### config.mk
export PLATFORM = sky130hd
export DESIGN_NAME = out_channel_arbiter
export DESIGN_NICKNAME = d
export VERILOG_FILES = /design/src/rtl/out_channel_pkg.sv /design/src/rtl/rr_arbiter.sv /design/src/rtl/out_channel_arbiter.sv
export SDC_FILE = /design/constraint.sdc
export NUM_CORES = 1
export LEC_CHECK = 0
export BUFFER_PORTS_ARGS = -buffer_cell sky130_fd_sc_hd__buf_2
export CAP_MARGIN = 20
export CORE_UTILIZATION = 45
export DETAILED_ROUTE_END_ITERATION = 10
export PLACE_DENSITY = 0.7
export SLEW_MARGIN = 10
export SYNTH_ARGS = -nofsm -noshare
export SYNTH_HDL_FRONTEND = slang
export SYNTH_SLANG_ARGS = --single-unit
### constraint.sdc
create_clock -name clock -period 4.65 [get_ports clock]
set_clock_uncertainty 0.2 [all_clocks]
set_input_delay 0.2325 -clock clock [delete_from_list [all_inputs] [get_ports clock]]
set_output_delay 0.2325 -clock clock [all_outputs]
set_load 0.05 [all_outputs]
### src/rtl/out_channel_pkg.sv
// out_channel_pkg
//   Shared types and helpers for the program out-channel arbiter.
//   - DefaultMemoryElementWidth : default width of one channel word
//   - oc_state_t                : arbiter lifecycle (ACCEPT, DRAIN, DONE)
//   - rr_next                   : round-robin successor of a producer index
package out_channel_pkg;

  localparam int DefaultMemoryElementWidth = 12;

  typedef enum logic [1:0] {
    ACCEPT = 2'd0,
    DRAIN  = 2'd1,
    DONE   = 2'd2
  } oc_state_t;

  // Next producer index after ptr, wrapping at n without assuming n is a power of 2
  function automatic int rr_next(input int ptr, input int n);
    return (ptr >= n - 1) ? 0 : ptr + 1;
  endfunction

endpackage

### src/rtl/rr_arbiter.sv
// rr_arbiter
//   Purely combinational round-robin picker. Searches req starting at rrPtr,
//   then rrPtr+1, ... (mod NReq) and grants the first set bit.
//   Ports:
//     req    in   NReq          request vector
//     rrPtr  in   $clog2(NReq)  index that has top priority this cycle
//     gnt    out  NReq          one-hot grant (all zero when no request)
//     g      out  $clog2(NReq)  encoded index of the granted request
//     any    out  1             at least one request was granted
module rr_arbiter #(
  parameter int NReq = 4
) (
  input  logic [NReq-1:0]         req,
  input  logic [$clog2(NReq)-1:0] rrPtr,
  output logic [NReq-1:0]         gnt,
  output logic [$clog2(NReq)-1:0] g,
  output logic                    any
);

  localparam int IdxW = $clog2(NReq);

  // One extra bit so rrPtr+k never wraps before the explicit modulo below
  logic [IdxW:0]   sum;
  logic [IdxW-1:0] idx;

  // Walk the requests in priority order starting from rrPtr; the first hit
  // wins and later hits are ignored through the any flag.
  always_comb begin
    gnt = '0;
    g   = '0;
    any = 1'b0;
    sum = '0;
    idx = '0;
    for (int k = 0; k < NReq; k++) begin
      sum = {1'b0, rrPtr} + (IdxW+1)'(k);
      if (sum >= (IdxW+1)'(NReq)) begin
        sum = sum - (IdxW+1)'(NReq);
      end
      idx = sum[IdxW-1:0];
      if (!any && req[idx]) begin
        any      = 1'b1;
        gnt[idx] = 1'b1;
        g        = idx;
      end
    end
  end

endmodule

### src/rtl/out_channel_arbiter.sv
// out_channel_arbiter
//   Shares the single program out channel between NReq producers. One valid
//   producer per cycle is picked round-robin and its word is written into an
//   NOut-deep circular buffer that a consumer drains over valid/ready. A finish
//   request stops intake, lets the buffer drain, then raises finished.
//   Optional feature macro: OUT_CHANNEL_OVERWRITE_EN
//     defined   : grants ignore full; a write into a full buffer that is not
//                 being drained drops the oldest word and bumps overflows.
//     undefined : full blocks all grants; overflows is tied to 0.
//   Ports:
//     clock       in   1               single clock, all state on posedge
//     reset       in   1               asynchronous, active-high
//     reqValid    in   NReq            producer i has a word
//     reqData     in   NReq*W          producer i word at [i*W +: W]
//     reqReady    out  NReq            one-hot grant, word accepted this cycle
//     drainValid  out  1               buffer non-empty
//     drainData   out  W               oldest word (0 when empty)
//     drainReady  in   1               consumer takes drainData
//     finish      in   1               request end of program
//     count       out  $clog2(NOut+1)  words held
//     full        out  1               count == NOut
//     empty       out  1               count == 0
//     finished    out  1               drain after finish complete
//     overflows   out  16              words lost to overwrite (saturating)
module out_channel_arbiter
  import out_channel_pkg::*;
#(
  parameter int MemoryElementWidth = DefaultMemoryElementWidth,
  parameter int NReq               = 4,
  parameter int NOut               = 9
) (
  input  logic                             clock,
  input  logic                             reset,
  input  logic [NReq-1:0]                  reqValid,
  input  logic [NReq*MemoryElementWidth-1:0] reqData,
  output logic [NReq-1:0]                  reqReady,
  output logic                             drainValid,
  output logic [MemoryElementWidth-1:0]    drainData,
  input  logic                             drainReady,
  input  logic                             finish,
  output logic [$clog2(NOut+1)-1:0]        count,
  output logic                             full,
  output logic                             empty,
  output logic                             finished,
  output logic [15:0]                      overflows
);

  localparam int W      = MemoryElementWidth;
  localparam int PtrW   = $clog2(NOut);
  localparam int IdxW   = $clog2(NReq);

  oc_state_t       state;
  logic [PtrW-1:0] head;
  logic [PtrW-1:0] tail;
  logic [IdxW-1:0] rrPtr;
  logic [W-1:0]    mem [NOut];

  logic [NReq-1:0] arbGnt;
  logic [IdxW-1:0] arbIdx;
  logic            arbAny;
  logic            canGrant;
  logic            wrEn;
  logic            rdEn;
  logic            dropOldest;
  logic [W-1:0]    wrWord;

  // Pointer successor with an explicit compare so non power-of-2 depths wrap correctly
  function automatic logic [PtrW-1:0] ptrNext(input logic [PtrW-1:0] p);
    return (p == PtrW'(NOut - 1)) ? '0 : p + 1'b1;
  endfunction

  rr_arbiter #(.NReq(NReq)) uArb (
    .req   (reqValid),
    .rrPtr (rrPtr),
    .gnt   (arbGnt),
    .g     (arbIdx),
    .any   (arbAny)
  );

  assign full       = (count == ($clog2(NOut+1))'(NOut));
  assign empty      = (count == '0);
  assign drainValid = !empty;
  assign drainData  = empty ? '0 : mem[head];
  assign finished   = (state == DONE);

  // Grants only happen while accepting and never in the cycle finish is seen.
  // Reset also masks grants so reqReady reads 0 while reset is held. Without
  // overwrite, full blocks grants regardless of drainReady so there is no
  // combinational path from the consumer back to the producers.
  always_comb begin
    canGrant = !reset && (state == ACCEPT) && !finish;
`ifndef OUT_CHANNEL_OVERWRITE_EN
    canGrant = canGrant && !full;
`endif
  end

  assign reqReady = {NReq{canGrant}} & arbGnt;
  assign wrEn     = canGrant && arbAny;
  assign rdEn     = drainValid && drainReady;
  assign wrWord   = reqData[arbIdx*W +: W];

`ifdef OUT_CHANNEL_OVERWRITE_EN
  logic [15:0] ovCount;

  assign dropOldest = wrEn && full && !rdEn;
  assign overflows  = ovCount;

  // Count words lost when a write lands on a full buffer nobody is draining
  always_ff @(posedge clock or posedge reset) begin
    if (reset) begin
      ovCount <= '0;
    end else if (dropOldest && (ovCount != 16'hFFFF)) begin
      ovCount <= ovCount + 1'b1;
    end
  end
`else
  assign dropOldest = 1'b0;
  assign overflows  = '0;
`endif

  // Storage has no reset; drainData is masked while empty so stale words never leak
  always_ff @(posedge clock) begin
    if (wrEn) begin
      mem[tail] <= wrWord;
    end
  end

  // Pointers, occupancy and round-robin priority. Head also advances when an
  // overwrite drops the oldest word, keeping count pinned at NOut.
  always_ff @(posedge clock or posedge reset) begin
    if (reset) begin
      head  <= '0;
      tail  <= '0;
      count <= '0;
      rrPtr <= '0;
    end else begin
      if (wrEn) begin
        tail  <= ptrNext(tail);
        rrPtr <= IdxW'(rr_next(int'(arbIdx), NReq));
      end
      if (rdEn || dropOldest) begin
        head <= ptrNext(head);
      end
      if (wrEn && !rdEn && !full) begin
        count <= count + 1'b1;
      end else if (!wrEn && rdEn) begin
        count <= count - 1'b1;
      end
    end
  end

  // Lifecycle: finish moves to DRAIN, an empty buffer with no write pending
  // moves to DONE, and DONE is only left through reset.
  always_ff @(posedge clock or posedge reset) begin
    if (reset) begin
      state <= ACCEPT;
    end else begin
      case (state)
        ACCEPT:  if (finish) state <= DRAIN;
        DRAIN:   if ((count == '0) && !wrEn) state <= DONE;
        default: state <= DONE;
      endcase
    end
  end

endmodule

After elaboration in Yosys (flattened, before gate mapping)

Memory sizes are Yosys's and may differ from the RTL's.
Cells that the tools add are included.

Div/mod/pow operators: 0
Reductions and logical operators: 29
Add/subtract/negate cells: 12
$mul: 1
Bitwise gates (word level): 4
$lt $le $gt $ge: 13
Equality and inequality tests: 7
Shifts and indexed selects: 1
Muxes and demuxes: 43

Operator list:

| kind                  | count |
|---|---|
| $shiftx A48 B7 Y12    | 1 |
| $mux W4               | 8 |
| $mux W2               | 11 |
| $logic_and A1 B1 Y1   | 16 |
| $mux W1               | 14 |
| $add A4 B1 Y4 const B | 3 |
| $eq A4 B4 Y1 const B  | 3 |
| $lt A2 B3 Y1 const B  | 4 |
| $mux W12              | 1 |
| $or A4 B4 Y4          | 3 |
| $ge A3 B3 Y1 const B  | 3 |
| $logic_not A1 Y1      | 9 |
| $bmux W1 S2           | 4 |
| $demux W1 S2          | 4 |
| $ge A2 B1 Y1 const B  | 4 |
| $sub A2 B1 Y2 const B | 4 |
| $add A2 B2 Y3 const B | 2 |
| $and A4 B4 Y4         | 1 |
| $logic_not A4 Y1      | 1 |
| $mul A2 B2 Y4 const B | 1 |
| $ne A2 B2 Y1 const B  | 2 |
| $pmux W2 S2           | 1 |
| $sub A4 B1 Y4 const B | 1 |
| $add A2 B1 Y3 const B | 1 |
| other kinds (8)       | 8 |

Register bits: 16
Input bits: 56
Logic and storage cells: 116
Memories kept: 1
Bits in latches: 0
Memory bits (read-only): 0
RAM bits: 108

Memory list:

| memory | words | bits a word | rd ports | clocked after memory_dff | wr ports | RTL line                  | text |
|---|---|---|---|---|---|---|---|
| mem    | 9     | 12          | 1        | 0                        | 1        | out_channel_arbiter.sv:56 | `logic [W-1:0] mem [NOut];` |

Depth between registers and ports, before layout

Word-level depth: 19
Depth in mapped cells: 10
Depth with buffers taken out: 9

Hierarchy

From an unflattened synthesis, not the netlist that was laid out.

Cells, all modules: 360
Area, all modules: 6023.3 um2

By module, submodules not included:

| module              | area an instance (um2) | cells an instance | times used | seq. area each (um2) |
|---|---|---|---|---|
| out_channel_arbiter | 5601.6                 | 315               | 1          | 3643.5 |
| rr_arbiter          | 421.7                  | 45                | 1          | 0.0 |

Worst setup path after synthesis

OpenSTA, ideal clock, no wires.

Path type: register to output
Start point: reg with a tool-made name
End point: out reqReady[0]
Arrival time: 2998 ps
Stages on the path, launching flop included: 9
Required time: 4218 ps
Setup slack: 1219 ps
Cells stage by stage: dfrtp_1 buf_6 inv_1 ha_1 mux4_2 nor2b_4 a22oi_1 or2_2 a21oi_1

RTL lines:

| item          | RTL line                  | text |
|---|---|---|
| end, declared | out_channel_arbiter.sv:36 | `output logic [NReq-1:0] reqReady,` |

==> summary by stage <==
Clock network
Once the clock tree was built, the resizer swapped 0 gates to a different size. TritonCTS built the clock tree. The longest clock path from root to sink contains 2 buffers. The clock-pin slew on the worst setup and hold paths is 0.06 ns.

The clock root buffer master is sky130_fd_sc_hd__clkbuf_16. The H-tree generated during clock tree synthesis spans 4 levels. Counting the buffers created by CTS gives 17. The clock network latency to the later pin of the worst-skew pair is 0.41 ns. The sink count of the clock tree is 124.

Cells and area
For this run, the post-layout net count is 536. From synthesis to final layout, the design area changed by 18.4%. The finished layout holds 648 standard cells, fillers aside. 0 antenna diodes ended up in the layout. The share of cells above drive strength 1 is approximately a third. The final design utilization is 55.3%.

Synthesis
The share of the Yosys chip area taken by registers is 61.1%. In the synthesized netlist the dominant register cell turns out to be sky130_fd_sc_hd__edfxtp_1. During synthesis, Yosys emitted a total of 0 warnings. The synthesized area per cell is 15.8 sq um.

In this run, synthesis produced a sequential element count of 124. The cell count after synthesis came out at 377. The fraction of synthesis flops using an asynchronous set or reset pin is 12.9%. The synthesized design contains 108 enable-type register cells. Synthesis instantiated 41 different standard cells from the library. After synthesis the cells add up to 5960 sq um.

Floorplanning
The die is 117 microns wide. The initial utilization of the core area, before any placement, comes to 46.7%. The area enclosed by the die boundary is between 10,000 and 15,000 sq um. 96 I/O pins were placed. The number of placement rows is 41. The core region is ~13,000 sq um. The height of the die is 117 microns.

GRT
The final global-route overflow total is 0. The largest net degree at the start of global routing is 30. The initial antenna violation count is 0. The first global-routing pass estimated between 15,000 and 20,000 microns of wire. In the global route stage, overall resource usage came out at 19.8%. The via count of the first global-routing pass was 3,535.

Hold path
The worst hold path begins at reqData[11]. The kind of path behind the tightest hold check is in2reg.

Detailed routing
The first detailed-routing pass took 5 iterations. For this block, the initial DRC count from the detailed router was 232. The average detailed-routed wire length per instance is about 19 microns.

The DRC violation count after routing is 0. The residual antenna-violating net count after detailed routing is 0. The overall routed net length is between 10,000 and 15,000 microns. The total via count in the routed design is 3,573. The via count normalized by instance count is 5.51.

STA
The headroom to the max-slew limit is between 20% and 30%. Counting I/O delays and the setup requirement, the final critical path takes 4.03 ns. For the pin with the worst max-slew slack, the measured transition is around 1.1 ns. For this run, the top clock speed supported by timing is 248 MHz. The count of pins over their slew limit was 0. The hold violation count in the final report is 0. The final total negative setup slack is 0 ns. The share of the cycle needed by the critical path after routing is ~87%.

Setup violations remaining at the end of the flow were counted as 0. Setup repair after global routing left no endpoint under its margin.

Run status
The flow ran to the end, and the final reports show no timing, DRC or antenna violations.

Power
The internal power contribution is 0.00316 W. The switching power summed over all nets is 0.00203 W. The clock power share is 24.1%. Of the total power, registers draw 33.5%. The net switching fraction of the power is 39.2%. The worst voltage drop across the vdd grid is 0.000429 V. The leakage power total is around 2.6 nW. Combinational cells account for a little over two fifths of the total power. In this run the power density over the cells is 735 nW/um^2.

Worst setup path
The required time of the critical path is roughly 4.2 ns. The critical path endpoint category is an output port. The kind of start point of the critical path is a flip-flop. The maximum fanout along the worst path is 14.

The critical path start-end classification is reg2out. For the worst setup path, the data arrival time is between 3 and 4 ns.

Run
The tool flagged a number of max-cap violations equal to 0.

Placed design
The half-perimeter wire length after detailed placement is 7680 microns. The cell total after placement is 614. The routability congestion estimate from global placement is 0.808. The count of buffers from port buffering is between 70 and 80.
flip-flops by register name (all words and copies together) (netlist names), named ones only:
name,flops
mem,108
count,4
head,4
tail,4
state,2
rrPtr,1
timing repair:
item / in CTS / in global routing
hold endpoints to repair: 17 / 0
hold buffers: 2 / 0
buffers inserted: 0 / 0
through the flow:
step           cell area [sq um]  hold WS, ns  setup slack (ns)  total power, W
2_1_floorplan               6020      -0.0538              1.22         0.00348
3_3_place_gp                6460        0.143             0.833         0.00389
3_5_place_dp                6460        0.151             0.671         0.00396
4_1_cts                     7060        0.127             0.641         0.00522
5_1_grt                     7060        0.149             0.379         0.00544
6_report                    7060        0.142             0.621         0.00519
logic make-up (layout without fill, tap and decap cells):
logic type / count (synthesis) / after routing / synth area share [%]
xor+xnor: 5 / 5 / 0.734
mux: 58 / 58 / 18.2
simple gates: 77 / 77 / 6.48
buf+inv: 45 / 129 / 4.16
compound gates: 50 / 50 / 5.54
flops: 124 / 124 / 61.1
fa+ha+maj: 17 / 17 / 3.69
other cells: 1 / 16 / 0.0629
cell type report:
type,count,area (sq um)
inverter,11,41.3
tap,172,215
timing repair buffer,86,453
multi-input combinational,223,2130
fill,1012,5720
clock buffer,17,425
clock inverter,15,148
sequential,124,3640
critical path: stages, from the launching register on:
cell                      delay [ns]
sky130_fd_sc_hd__dfrtp_1        0.74
sky130_fd_sc_hd__inv_1          0.24
sky130_fd_sc_hd__ha_1           0.45
sky130_fd_sc_hd__mux4_2         0.67
sky130_fd_sc_hd__nor3_1         0.45
sky130_fd_sc_hd__a22oi_1        0.17
sky130_fd_sc_hd__a21oi_1        0.18
sky130_fd_sc_hd__buf_2          0.28
cell usage after synthesis, types with 4 or more instances:
library cell | instances | share of area, %
sky130_fd_sc_hd__dfrtp_1 | 16 | 6.7
sky130_fd_sc_hd__nor3_1 | 5 | 0.42
sky130_fd_sc_hd__edfxtp_1 | 108 | 54
sky130_fd_sc_hd__and2_1 | 5 | 0.52
sky130_fd_sc_hd__nor2_1 | 35 | 2.2
sky130_fd_sc_hd__o21ai_0 | 9 | 0.76
sky130_fd_sc_hd__inv_1 | 11 | 0.69
sky130_fd_sc_hd__mux4_2 | 40 | 15
sky130_fd_sc_hd__and3_1 | 6 | 0.63
sky130_fd_sc_hd__buf_4 | 16 | 2.0
sky130_fd_sc_hd__xnor2_1 | 4 | 0.59
sky130_fd_sc_hd__nand2_1 | 8 | 0.50
sky130_fd_sc_hd__a22oi_1 | 8 | 1.0
sky130_fd_sc_hd__mux2_2 | 4 | 0.76
sky130_fd_sc_hd__a21oi_1 | 20 | 1.7
sky130_fd_sc_hd__or2_2 | 4 | 0.42
sky130_fd_sc_hd__ha_1 | 16 | 3.4
sky130_fd_sc_hd__mux2i_1 | 14 | 2.4
sky130_fd_sc_hd__clkbuf_1 | 11 | 0.69
layout by cell type, fill, tap and decap left out, types with 3 or more instances in the layout:
| cell | synthesis | layout |
|---|---|---|
| sky130_fd_sc_hd__o21ai_0 | 9 | 9 |
| sky130_fd_sc_hd__buf_4 | 16 | 5 |
| sky130_fd_sc_hd__mux2_2 | 4 | 4 |
| sky130_fd_sc_hd__nor2_1 | 35 | 35 |
| sky130_fd_sc_hd__or2_2 | 4 | 4 |
| sky130_fd_sc_hd__mux4_2 | 40 | 40 |
| sky130_fd_sc_hd__nand3_1 | 3 | 3 |
| sky130_fd_sc_hd__nor3_1 | 5 | 4 |
| sky130_fd_sc_hd__ha_1 | 16 | 16 |
| sky130_fd_sc_hd__conb_1 | 1 | 16 |
| sky130_fd_sc_hd__xnor2_1 | 4 | 4 |
| sky130_fd_sc_hd__and2_1 | 5 | 5 |
| sky130_fd_sc_hd__buf_2 | 3 | 79 |
| sky130_fd_sc_hd__a22oi_1 | 8 | 8 |
| sky130_fd_sc_hd__clkinv_1 | 0 | 3 |
| sky130_fd_sc_hd__inv_1 | 11 | 11 |
| sky130_fd_sc_hd__o211ai_1 | 3 | 3 |
| sky130_fd_sc_hd__edfxtp_1 | 108 | 108 |
| sky130_fd_sc_hd__clkinvlp_4 | 0 | 3 |
| sky130_fd_sc_hd__nand2_1 | 8 | 8 |
| sky130_fd_sc_hd__clkinv_4 | 0 | 3 |
| sky130_fd_sc_hd__clkbuf_16 | 0 | 17 |
| sky130_fd_sc_hd__and3_1 | 6 | 6 |
| sky130_fd_sc_hd__mux2i_1 | 14 | 14 |
| sky130_fd_sc_hd__a21oi_1 | 20 | 20 |
| sky130_fd_sc_hd__dfrtp_1 | 16 | 16 |
path summary, 6_finish.rpt:
kind	end	slack, ns	cells past startpoint
setup / recovery	reqReady[0]	0.62	7
hold / removal	mem[7][11]	0.14	2
max in group asynchronous	async pin	3.60	3
setup reg to reg	mem[7][0]	0.70	7
min in group asynchronous	state[1]	0.25	3
hold reg to reg	state[1]	0.31	1
power by group through the flow:
stage	registers (W)	clock network, W	logic [W]
after floorplan	0.00170	0	0.00178
after global placement	0.00176	0	0.00213
after detailed placement	0.00176	0	0.00220
after CTS	0.00174	0.00126	0.00221
after global routing	0.00176	0.00131	0.00238
final	0.00174	0.00125	0.00220
per-layer routing:
metal,GRT usage [%],wire length [microns]
met3,4.84,974
met2,33.2,6280
met5,0,0
met1,24.7,4890
met4,8.35,193
(Power assumes the default switching activity.)
